`config.mk`:
```
export PLATFORM = sky130hd
export DESIGN_NAME = tile_result_serializer
export DESIGN_NICKNAME = d
export VERILOG_FILES = /design/src/rtl/result_pkg.sv /design/src/rtl/tile_fifo.sv /design/src/rtl/tile_result_serializer.sv
export SDC_FILE = /design/constraint.sdc
export NUM_CORES = 1
export LEC_CHECK = 0
export CAP_MARGIN = 0
export CORE_MARGIN = 4
export CORE_UTILIZATION = 55
export CTS_CLUSTER_SIZE = 40
export DETAILED_ROUTE_END_ITERATION = 10
export PLACE_DENSITY = 0.77
export SYNTH_ARGS = -nofsm -noshare
export SYNTH_HDL_FRONTEND = slang
export SYNTH_SLANG_ARGS = --single-unit
```
`constraint.sdc`:
```
create_clock -name clk -period 36.2 [get_ports clk]
set_input_delay 5.43 -clock clk [delete_from_list [all_inputs] [get_ports clk]]
set_output_delay 5.43 -clock clk [all_outputs]
set_load 0.03 [all_outputs]
```
`src/rtl/result_pkg.sv`:
```
// Shared types and geometry for the tile result serializer: lane vectors,
// per-tile tags and the row/column advance rule.
package result_pkg;

    localparam int NUM_LANES = 16;
    localparam int DATA_W    = 32;
    localparam int TILE_COLS = 3;
    localparam int TILE_ROWS = 1024;
    localparam int LANE_W    = $clog2(NUM_LANES);
    localparam int ROW_W     = $clog2(TILE_ROWS);
    localparam int COL_W     = $clog2(TILE_COLS);

    typedef logic [DATA_W-1:0] lane_vec_t [NUM_LANES];

    typedef struct packed {
        logic             sof;
        logic [ROW_W-1:0] row;
        logic [COL_W-1:0] col;
    } tile_tag_t;

    // Position of the tile that follows cur: column wraps into a row step.
    function automatic tile_tag_t advance_pos(input tile_tag_t cur);
        tile_tag_t nxt;
        nxt     = cur;
        nxt.sof = 1'b0;
        if (cur.col == COL_W'(TILE_COLS - 1)) begin
            nxt.col = '0;
            if (cur.row == ROW_W'(TILE_ROWS - 1)) begin
                nxt.row = '0;
            end else begin
                nxt.row = cur.row + ROW_W'(1);
            end
        end else begin
            nxt.col = cur.col + COL_W'(1);
        end
        return nxt;
    endfunction

endpackage

```
`src/rtl/tile_fifo.sv`:
```
// DEPTH-entry tile buffer; the head entry is read straight from storage
// so it stays stable until popped.
module tile_fifo
    import result_pkg::*;
#(
    parameter int DEPTH = 2
)
(
    input  logic                    clk,
    input  logic                    rst,
    input  logic                    push,
    input  logic                    pop,
    input  lane_vec_t               push_data,
    input  tile_tag_t               push_tag,
    output lane_vec_t               head_data,
    output tile_tag_t               head_tag,
    output logic                    full,
    output logic                    empty,
    output logic [$clog2(DEPTH):0]  count
);

    localparam int PTR_W = $clog2(DEPTH);
    localparam int CNT_W = PTR_W + 1;

    logic [DATA_W-1:0] mem_data_r [DEPTH][NUM_LANES];
    tile_tag_t         mem_tag_r  [DEPTH];
    logic [PTR_W-1:0]  wr_ptr_r;
    logic [PTR_W-1:0]  rd_ptr_r;
    logic [CNT_W-1:0]  count_r;

    // Storage write; payload needs no reset because occupancy is tracked separately.
    always_ff @(posedge clk) begin
        if (push) begin
            mem_data_r[wr_ptr_r] <= push_data;
            mem_tag_r[wr_ptr_r]  <= push_tag;
        end
    end

    // Pointer and occupancy update; a push while full is only legal with a pop.
    always_ff @(posedge clk) begin
        if (rst) begin
            wr_ptr_r <= '0;
            rd_ptr_r <= '0;
            count_r  <= '0;
        end else begin
            if (push) begin
                wr_ptr_r <= wr_ptr_r + PTR_W'(1);
            end
            if (pop) begin
                rd_ptr_r <= rd_ptr_r + PTR_W'(1);
            end
            case ({push, pop})
                2'b10:   count_r <= count_r + CNT_W'(1);
                2'b01:   count_r <= count_r - CNT_W'(1);
                default: count_r <= count_r;
            endcase
        end
    end

    assign head_data = mem_data_r[rd_ptr_r];
    assign head_tag  = mem_tag_r[rd_ptr_r];
    assign full      = (count_r == CNT_W'(DEPTH));
    assign empty     = (count_r == CNT_W'(0));
    assign count     = count_r;

endmodule

```
`src/rtl/tile_result_serializer.sv`:
```
// Buffers parallel result tiles and replays them one lane per word on a
// valid/ready stream, tagged with row/column and frame markers.
module tile_result_serializer
    import result_pkg::*;
#(
    parameter int DEPTH = 2
)
(
    input  logic              clk,
    input  logic              rst,
    input  logic              in_valid,
    input  logic              in_sof,
    input  logic [DATA_W-1:0] in_data [NUM_LANES],
    output logic              in_ready,
    output logic              m_valid,
    input  logic              m_ready,
    output logic [DATA_W-1:0] m_data,
    output logic              m_sof,
    output logic              m_last,
    output logic [ROW_W-1:0]  m_row,
    output logic [COL_W-1:0]  m_col,
    output logic [LANE_W-1:0] m_lane,
    output logic              overflow,
    output logic [15:0]       drop_count
);

    localparam int CNT_W = $clog2(DEPTH) + 1;

    localparam logic [0:0] ST_IDLE = 1'b0;
    localparam logic [0:0] ST_SEND = 1'b1;

    logic [0:0]        state_r;
    logic [0:0]        state_nxt_s;
    logic [LANE_W-1:0] lane_r;
    logic [LANE_W-1:0] lane_nxt_s;
    tile_tag_t         pos_r;
    tile_tag_t         base_pos_s;
    tile_tag_t         push_tag_s;
    logic              overflow_r;
    logic [15:0]       drop_count_r;

    lane_vec_t         head_data_s;
    tile_tag_t         head_tag_s;
    logic              fifo_full_s;
    logic              fifo_empty_s;
    logic [CNT_W-1:0]  fifo_count_s;

    logic              handshake_s;
    logic              last_word_s;
    logic              pop_s;
    logic              push_s;
    logic              drop_s;

    assign handshake_s = (state_r == ST_SEND) && m_ready;
    assign last_word_s = (lane_r == LANE_W'(NUM_LANES - 1));
    assign pop_s       = handshake_s && last_word_s;
    // The final-word pop frees a slot in the same cycle, so a full buffer can still take a tile.
    assign push_s      = in_valid && (!fifo_full_s || pop_s);
    assign drop_s      = in_valid && fifo_full_s && !pop_s;

    tile_fifo #(
        .DEPTH (DEPTH)
    ) u_fifo (
        .clk       (clk),
        .rst       (rst),
        .push      (push_s),
        .pop       (pop_s),
        .push_data (in_data),
        .push_tag  (push_tag_s),
        .head_data (head_data_s),
        .head_tag  (head_tag_s),
        .full      (fifo_full_s),
        .empty     (fifo_empty_s),
        .count     (fifo_count_s)
    );

    // Tag of the incoming tile: a frame start restarts the grid at (0,0).
    always_comb begin
        if (in_sof) begin
            base_pos_s = '0;
        end else begin
            base_pos_s = pos_r;
        end
        push_tag_s     = base_pos_s;
        push_tag_s.sof = in_sof;
    end

    // Serializer next state; entering SEND on the write edge gives word 0 the following cycle.
    always_comb begin
        state_nxt_s = state_r;
        lane_nxt_s  = lane_r;
        case (state_r)
            ST_IDLE: begin
                if (!fifo_empty_s || push_s) begin
                    state_nxt_s = ST_SEND;
                end else begin
                    state_nxt_s = ST_IDLE;
                end
                lane_nxt_s = '0;
            end
            ST_SEND: begin
                if (handshake_s && last_word_s) begin
                    lane_nxt_s = '0;
                    if ((fifo_count_s > CNT_W'(1)) || push_s) begin
                        state_nxt_s = ST_SEND;
                    end else begin
                        state_nxt_s = ST_IDLE;
                    end
                end else if (handshake_s) begin
                    lane_nxt_s = lane_r + LANE_W'(1);
                end else begin
                    lane_nxt_s = lane_r;
                end
            end
            default: begin
                state_nxt_s = ST_IDLE;
                lane_nxt_s  = '0;
            end
        endcase
    end

    // Serializer state and lane counter.
    always_ff @(posedge clk) begin
        if (rst) begin
            state_r <= ST_IDLE;
            lane_r  <= '0;
        end else begin
            state_r <= state_nxt_s;
            lane_r  <= lane_nxt_s;
        end
    end

    // Grid position and drop bookkeeping; dropped tiles leave the grid untouched.
    always_ff @(posedge clk) begin
        if (rst) begin
            pos_r        <= '0;
            overflow_r   <= 1'b0;
            drop_count_r <= 16'h0000;
        end else begin
            if (push_s) begin
                pos_r <= advance_pos(base_pos_s);
            end
            if (drop_s) begin
                overflow_r <= 1'b1;
                if (drop_count_r != 16'hFFFF) begin
                    drop_count_r <= drop_count_r + 16'h0001;
                end
            end
        end
    end

    // Stream outputs come from the state register and the buffer head, zeroed when idle.
    always_comb begin
        m_valid = (state_r == ST_SEND);
        if (m_valid) begin
            m_data = head_data_s[lane_r];
            m_lane = lane_r;
            m_sof  = head_tag_s.sof && (lane_r == LANE_W'(0));
            m_last = last_word_s;
            m_row  = head_tag_s.row;
            m_col  = head_tag_s.col;
        end else begin
            m_data = '0;
            m_lane = '0;
            m_sof  = 1'b0;
            m_last = 1'b0;
            m_row  = '0;
            m_col  = '0;
        end
    end

    assign in_ready   = !fifo_full_s;
    assign overflow   = overflow_r;
    assign drop_count = drop_count_r;

endmodule

```
# [Word-level counts from Yosys, hierarchy flattened]
# Memory sizes are Yosys's and may differ from the RTL's. A register that Yosys moved wholly into a read port is not among the register bits.
# Index checks and enable logic that the tools add are counted.
[classes] n_mul=0 div=0 n_eq_ne=8 addsub=8 shifts=0 reduce_logical=16 n_mux=27 bitwise=2 order_cmp=2
[op_table] operator="32-bit binary-select mux with 4-bit select" count=1
[op_table] operator="32-bit 2-to-1 mux" count=3
[op_table] operator="10-bit 2-to-1 mux" count=3
[op_table] operator="16-bit by 1-bit adder with 16-bit output (second input constant)" count=1
[op_table] operator="16-bit inequality test (second input constant)" count=1
[op_table] operator="12-bit 2-to-1 mux" count=1
[op_table] operator="4-bit 2-to-1 mux" count=3
[op_table] operator="1-bit 2-to-1 mux" count=11
[op_table] operator="10-bit by 1-bit adder with 10-bit output (second input constant)" count=1
[op_table] operator="10-bit equality test (second input constant)" count=1
[op_table] operator="4-bit one-hot mux with 2 select lines" count=1
[op_table] operator="2-bit equality test (second input constant)" count=3
[op_table] operator="1-bit logical AND" count=6
[op_table] operator="5-bit >= comparator (second input constant)" count=1
[op_table] operator="4-bit inverter with 5-bit output" count=1
[op_table] operator="2-bit by 1-bit adder with 2-bit output (second input constant)" count=2
[op_table] operator="4-bit by 1-bit adder with 4-bit output (second input constant)" count=1
[op_table] operator="4-bit equality test (second input constant)" count=1
[op_table] operator="4-bit zero test" count=1
[op_table] operator="2-bit 2-to-1 mux" count=2
[op_table] operator="2-bit one-hot mux with 2 select lines" count=1
[op_table] operator="1-bit zero test" count=3
[op_table] operator="1-bit logical OR" count=3
[op_table] operator="3-bit by 1-bit inequality test with 1-bit output (second input constant)" count=1
[op_table] operator="9 further kinds" count=10
[word_totals] output_inout_bits=69 latch_bits=0 wordCells=74 mem_bits_ro=0 n_memories=2 mem_bits_rw=1050 regBits=38 input_bits=517
[memory_table] memory="u_fifo.mem_data_r" words=2 width=512 read_ports=1 rd_clocked_by_memory_dff=1 write_ports=1 line_no="tile_fifo.sv:25" text="logic [DATA_W-1:0] mem_data_r [DEPTH][NUM_LANES];"
[memory_table] memory="u_fifo.mem_tag_r" words=2 width=13 read_ports=1 rd_clocked_by_memory_dff=1 write_ports=1 line_no="tile_fifo.sv:26" text="tile_tag_t mem_tag_r [DEPTH];"

# [Logic depth before layout (Yosys ltp)]
[depth] word_depth=8 mapped_depth=10 depth_no_buf=9

# [Cells and area by module]
# From an unflattened synthesis, not the netlist that was laid out.
[unflattened] hier_cells=2174 hier_area_um2=44076.0
[by_module_without_submodules] mod="tile_fifo" cells_per_inst=1655 seq_area_each_um2=31630.3 area_per_inst_um2=38110.3 instances=1
[by_module_without_submodules] mod="tile_result_serializer" cells_per_inst=519 seq_area_each_um2=680.7 area_per_inst_um2=5965.7 instances=1

# [Worst setup path after synthesis]
# OpenSTA, ideal clock, no wires.
[synth_path] kind="input to register" start="in m_ready" end="mem u_fifo.mem_data_r[0][0] in the netlist's numbering, enable pin" path_buffers=2 cell_stages=7 required_ps=34771 slack_ps=6694 arrival_ps=28078 cell_sequence="clkbuf_2 -> nand4_1 -> o21a_1 -> nor2_1 -> inv_1 -> clkbuf_1 -> nor2_1"
[synth_via] elab_chain_len=6
[synth_lines] element="from (decl)" line_no="tile_result_serializer.sv:16" text="input logic m_ready,"
[synth_lines] element="1-bit logical AND" line_no="tile_result_serializer.sv:54" text="assign handshake_s = (state_r == ST_SEND) && m_ready;"
[synth_lines] element="1-bit logical AND" line_no="tile_result_serializer.sv:56" text="assign pop_s = handshake_s && last_word_s;"
[synth_lines] element="1-bit logical OR" line_no="tile_result_serializer.sv:58" text="assign push_s = in_valid && (!fifo_full_s || pop_s);"
[synth_lines] element="1-bit logical AND" line_no="tile_result_serializer.sv:58"
[synth_lines] element="1-bit 2-to-1 mux" line_no="tile_fifo.sv:33" text="if (push) begin"
[synth_lines] element="1-bit 2-to-1 mux (not written as such)" line_no="tile_fifo.sv:34" text="mem_data_r[wr_ptr_r] <= push_data;"
[synth_lines] element="to (decl)" line_no="tile_fifo.sv:25"
# Every way passes these cells.

==> flow_summary.yaml <==
run_status:
  run_status: "complete, no violations"
yosys:
  synthCells: 2061
  syn_area_per_cell_um2: 20.4
  post_synth_num_cell_types: 54
  async_flop_share_pct: 0
  yosysSeqAreaShare_pct: 76.8
  synth_flop_cell: "edfxtp_1"
  synth-edff-count: 1050
  synth_warnings: 0
  synth_seq_cells: 1089
  syn_nets: 2586
  netlist_area_um2: 42100
power_and_ir_drop:
  p_switching_mw: 0.610
  intPower_mw: 2.23
  p_seq_share_pct: 53.7
  clock_power_share_pct: 38.1
  p_per_area_nw_per_um2: 54.3
  vdd_ir_drop_max_mv: 0.0390
  p_leak_nw: 16.6
  pwr-share-comb_pct: 8.2
  p_sw_share_pct: 21.5
  finalPower_mw: 2.84
detailed_routing:
  vias_per_cell: 6.05
  drc_errors: 0
  vias: 22827
  ant_nets: 0
  totalWireLength_um: 107000
  post_drt_wl_per_cell_um: 28.5
  drtIter0Drc: 2256
  firstDrtPassIters: 5
timing:
  slew_headroom_pct: 14.7
  final-hold-violation-count: 0
  tns_ps: 0
  skew_ps: 34.6
  period_share_pct: 32.1
  fin_crit_ps: 11630
  timing.fmax_mhz: 86.0
  slew_viol_final: 0
  setup_violations: 0
  tightestPinTransition_ps: 1270
  rsz0062_at_grt: "no"
die:
  die-area_um2: 81000
  start_util_pct: 55.5
  die_w_um: 285
  rows: 101
  fp.dieH_um: 285
  ios: 586
  core_area_um2: 75800
global_routing:
  overflow: 0
  grt_max_degree: 165
  grt_antenna_before_repair: 51
  use_met3_pct: 6.27
  track_usage_pct: 26.0
  grt_pass1_vias: 23846
  gr-usage-met2_pct: 44.6
  grt_pass1_wl_um: 155000
  use_met1_pct: 32.5
  grt-busiest-layer: "met2"
clock_tree:
  cts_root_buf: "clkbuf_16"
  cts_resized: 0
  cts_tree: "built"
  clock_path_buffers: 3
  ctsHoldBuffers: 0
  clk-insertion-delay-late_ps: 660
  cts_buffers: 105
  htreeDepth: 3
  cts.sinks: 1089
  postCtsSetupRepairBufs: 0
  clk_pin_slew_ps: 60
setup_path:
  worstRegToRegCells: 10
  crit_path_end_kind: "primary output"
  cp_max_fo: 51
  arrival_ps: 6200
  critPathLaunchType: "flop"
  crit_type: "reg2out"
  worstPathRequired_ps: 30770
  rrSetupSlack_ps: 28840
place:
  dpl.hpwl_um: 71100
  numPortBuffers: 585
  gp_congestion: 0.812
final_layout:
  n_fill_cell: 4720
  drive_above_1_share_pct: 15.5
  synthToLayoutAreaGrowth_pct: 24.4
  layout.nets: 3190
run:
  cap_viol_max_count: 0
hold_path:
  holdCritPathClass: "reg2reg"
  hold_path_depth: 2
cell families after synthesis:
| kind of cell | after synthesis | synth area share [%] |
|---|---|---|
| buf+inv | 137 | 1.76 |
| fa+ha+maj | 8 | 0.238 |
| compound gates | 182 | 3.13 |
| mux | 325 | 13.9 |
| simple gates | 300 | 3.78 |
| flops | 1089 | 76.8 |
| xor+xnor | 20 | 0.416 |
critical path, cell delays in order (launching register included):
cell,delay [ps]
dfxtp_4,960
buf_4,820
buf_4,820
buf_4,750
mux4_2,590
a22oi_1,190
nand3_1,240
and3_1,300
clkdlybuf4s50_1,720
power by group through the flow:
stage | Clock [mW] | Combinational (mW) | Sequential, mW
6_report | 1.08 | 0.234 | 1.53
5_1_grt | 1.16 | 0.249 | 1.53
4_1_cts | 1.10 | 0.235 | 1.53
3_5_place_dp | 0 | 0.234 | 1.55
3_3_place_gp | 0 | 0.227 | 1.54
2_1_floorplan | 0 | 0.113 | 1.63
per-layer routing:
metal | part of all wire (%) | wire [µm] | vias up
met5 | 0.16 | 177 | -
met4 | 3.2 | 3460 | 28
met3 | 8.5 | 9090 | 190
met2 | 52 | 55900 | 1072
met1 | 36 | 38700 | 11724
li1 | - | - | 9813
flip-flops by register name (all words and copies together) (netlist names), named ones only:
name,flops
drop_count,16
lane_r,4
m_valid,1
overflow,1
pos_r,12
u_fifo.count,2
u_fifo.mem_data_r,1024
u_fifo.mem_tag_r,26
u_fifo.rd_ptr_r,1
u_fifo.wr_ptr_r,1
worst paths after layout:
check	from	to
hold reg to reg	overflow	overflow
hold / removal	overflow	overflow
setup reg to reg	lane_r[1]	u_fifo.mem_data_r[0][418]
setup / recovery	flop	m_data[2]
synth_stat cells (all sizes together) (5+ instances only):
cell type | instances | area share [%]
o41ai | 6 | 0.12
ha | 8 | 0.24
nand3 | 98 | 1.2
mux2i | 116 | 2.8
dfxtp | 39 | 1.9
inv | 14 | 0.12
buf | 71 | 1.2
nor2 | 53 | 0.47
nand4 | 7 | 0.10
and4 | 6 | 0.12
and3 | 30 | 0.45
clkbuf | 51 | 0.46
xor2 | 5 | 0.10
a21oi | 16 | 0.20
o21ai | 8 | 0.095
a22oi | 125 | 2.2
and2 | 7 | 0.10
nand2 | 35 | 0.31
mux4 | 207 | 11
a211oi | 8 | 0.14
nor4 | 17 | 0.30
nor2b | 28 | 0.42
edfxtp | 1050 | 75
o22ai | 7 | 0.10
xnor2 | 15 | 0.31
cell usage in the layout (no fill, tap or decap), drive strengths merged, types with 2 or more instances in the layout:
cell type,count
mux4,207
nand3,98
and4,6
o41ai,6
nor3,4
a21oi,16
edfxtp,1050
xor2,5
clkinvlp,5
dfxtp,39
diode,39
nor2,53
buf,34
a211oi,8
nor2b,28
o22ai,7
o21ai,8
mux2i,116
nand2,35
inv,17
or2,3
mux2,2
ha,8
clkinv,57
nand4,7
a22oi,125
bufinv,12
clkbuf,120
nor4,17
nand2b,4
xnor2,15
a31oi,2
clkdlybuf4s50,585
nand3b,3
a311oi,3
and2,7
and3,30
cell type report:
class | instances | area [µm²] | area share (%)
Antenna cell | 39 | 97.6 | 0.186
Clock inverter | 76 | 732 | 1.40
Sequential cell | 1089 | 32300 | 61.7
Clock buffer | 120 | 2710 | 5.18
Inverter | 15 | 56.3 | 0.108
Timing Repair Buffer | 619 | 6140 | 11.7
Multi-Input combinational cell | 835 | 9060 | 17.3
Tap cell | 978 | 1220 | 2.34
through the flow:
stage               hold slack, ps  instances  utilization, %  area (µm²)  setup WS (ps)
global route                   494       3758            69.0       52300          24070
finish                         454       3771            69.0       52300          24570
detailed placement             445       3536            64.4       48800          24720
floorplan                      445       2061               -       42100           6690
global placement               434       3536            64.4       48800          24960
CTS                            455       3732            68.9       52200          24340
Power figures use the tool's default switching activity.
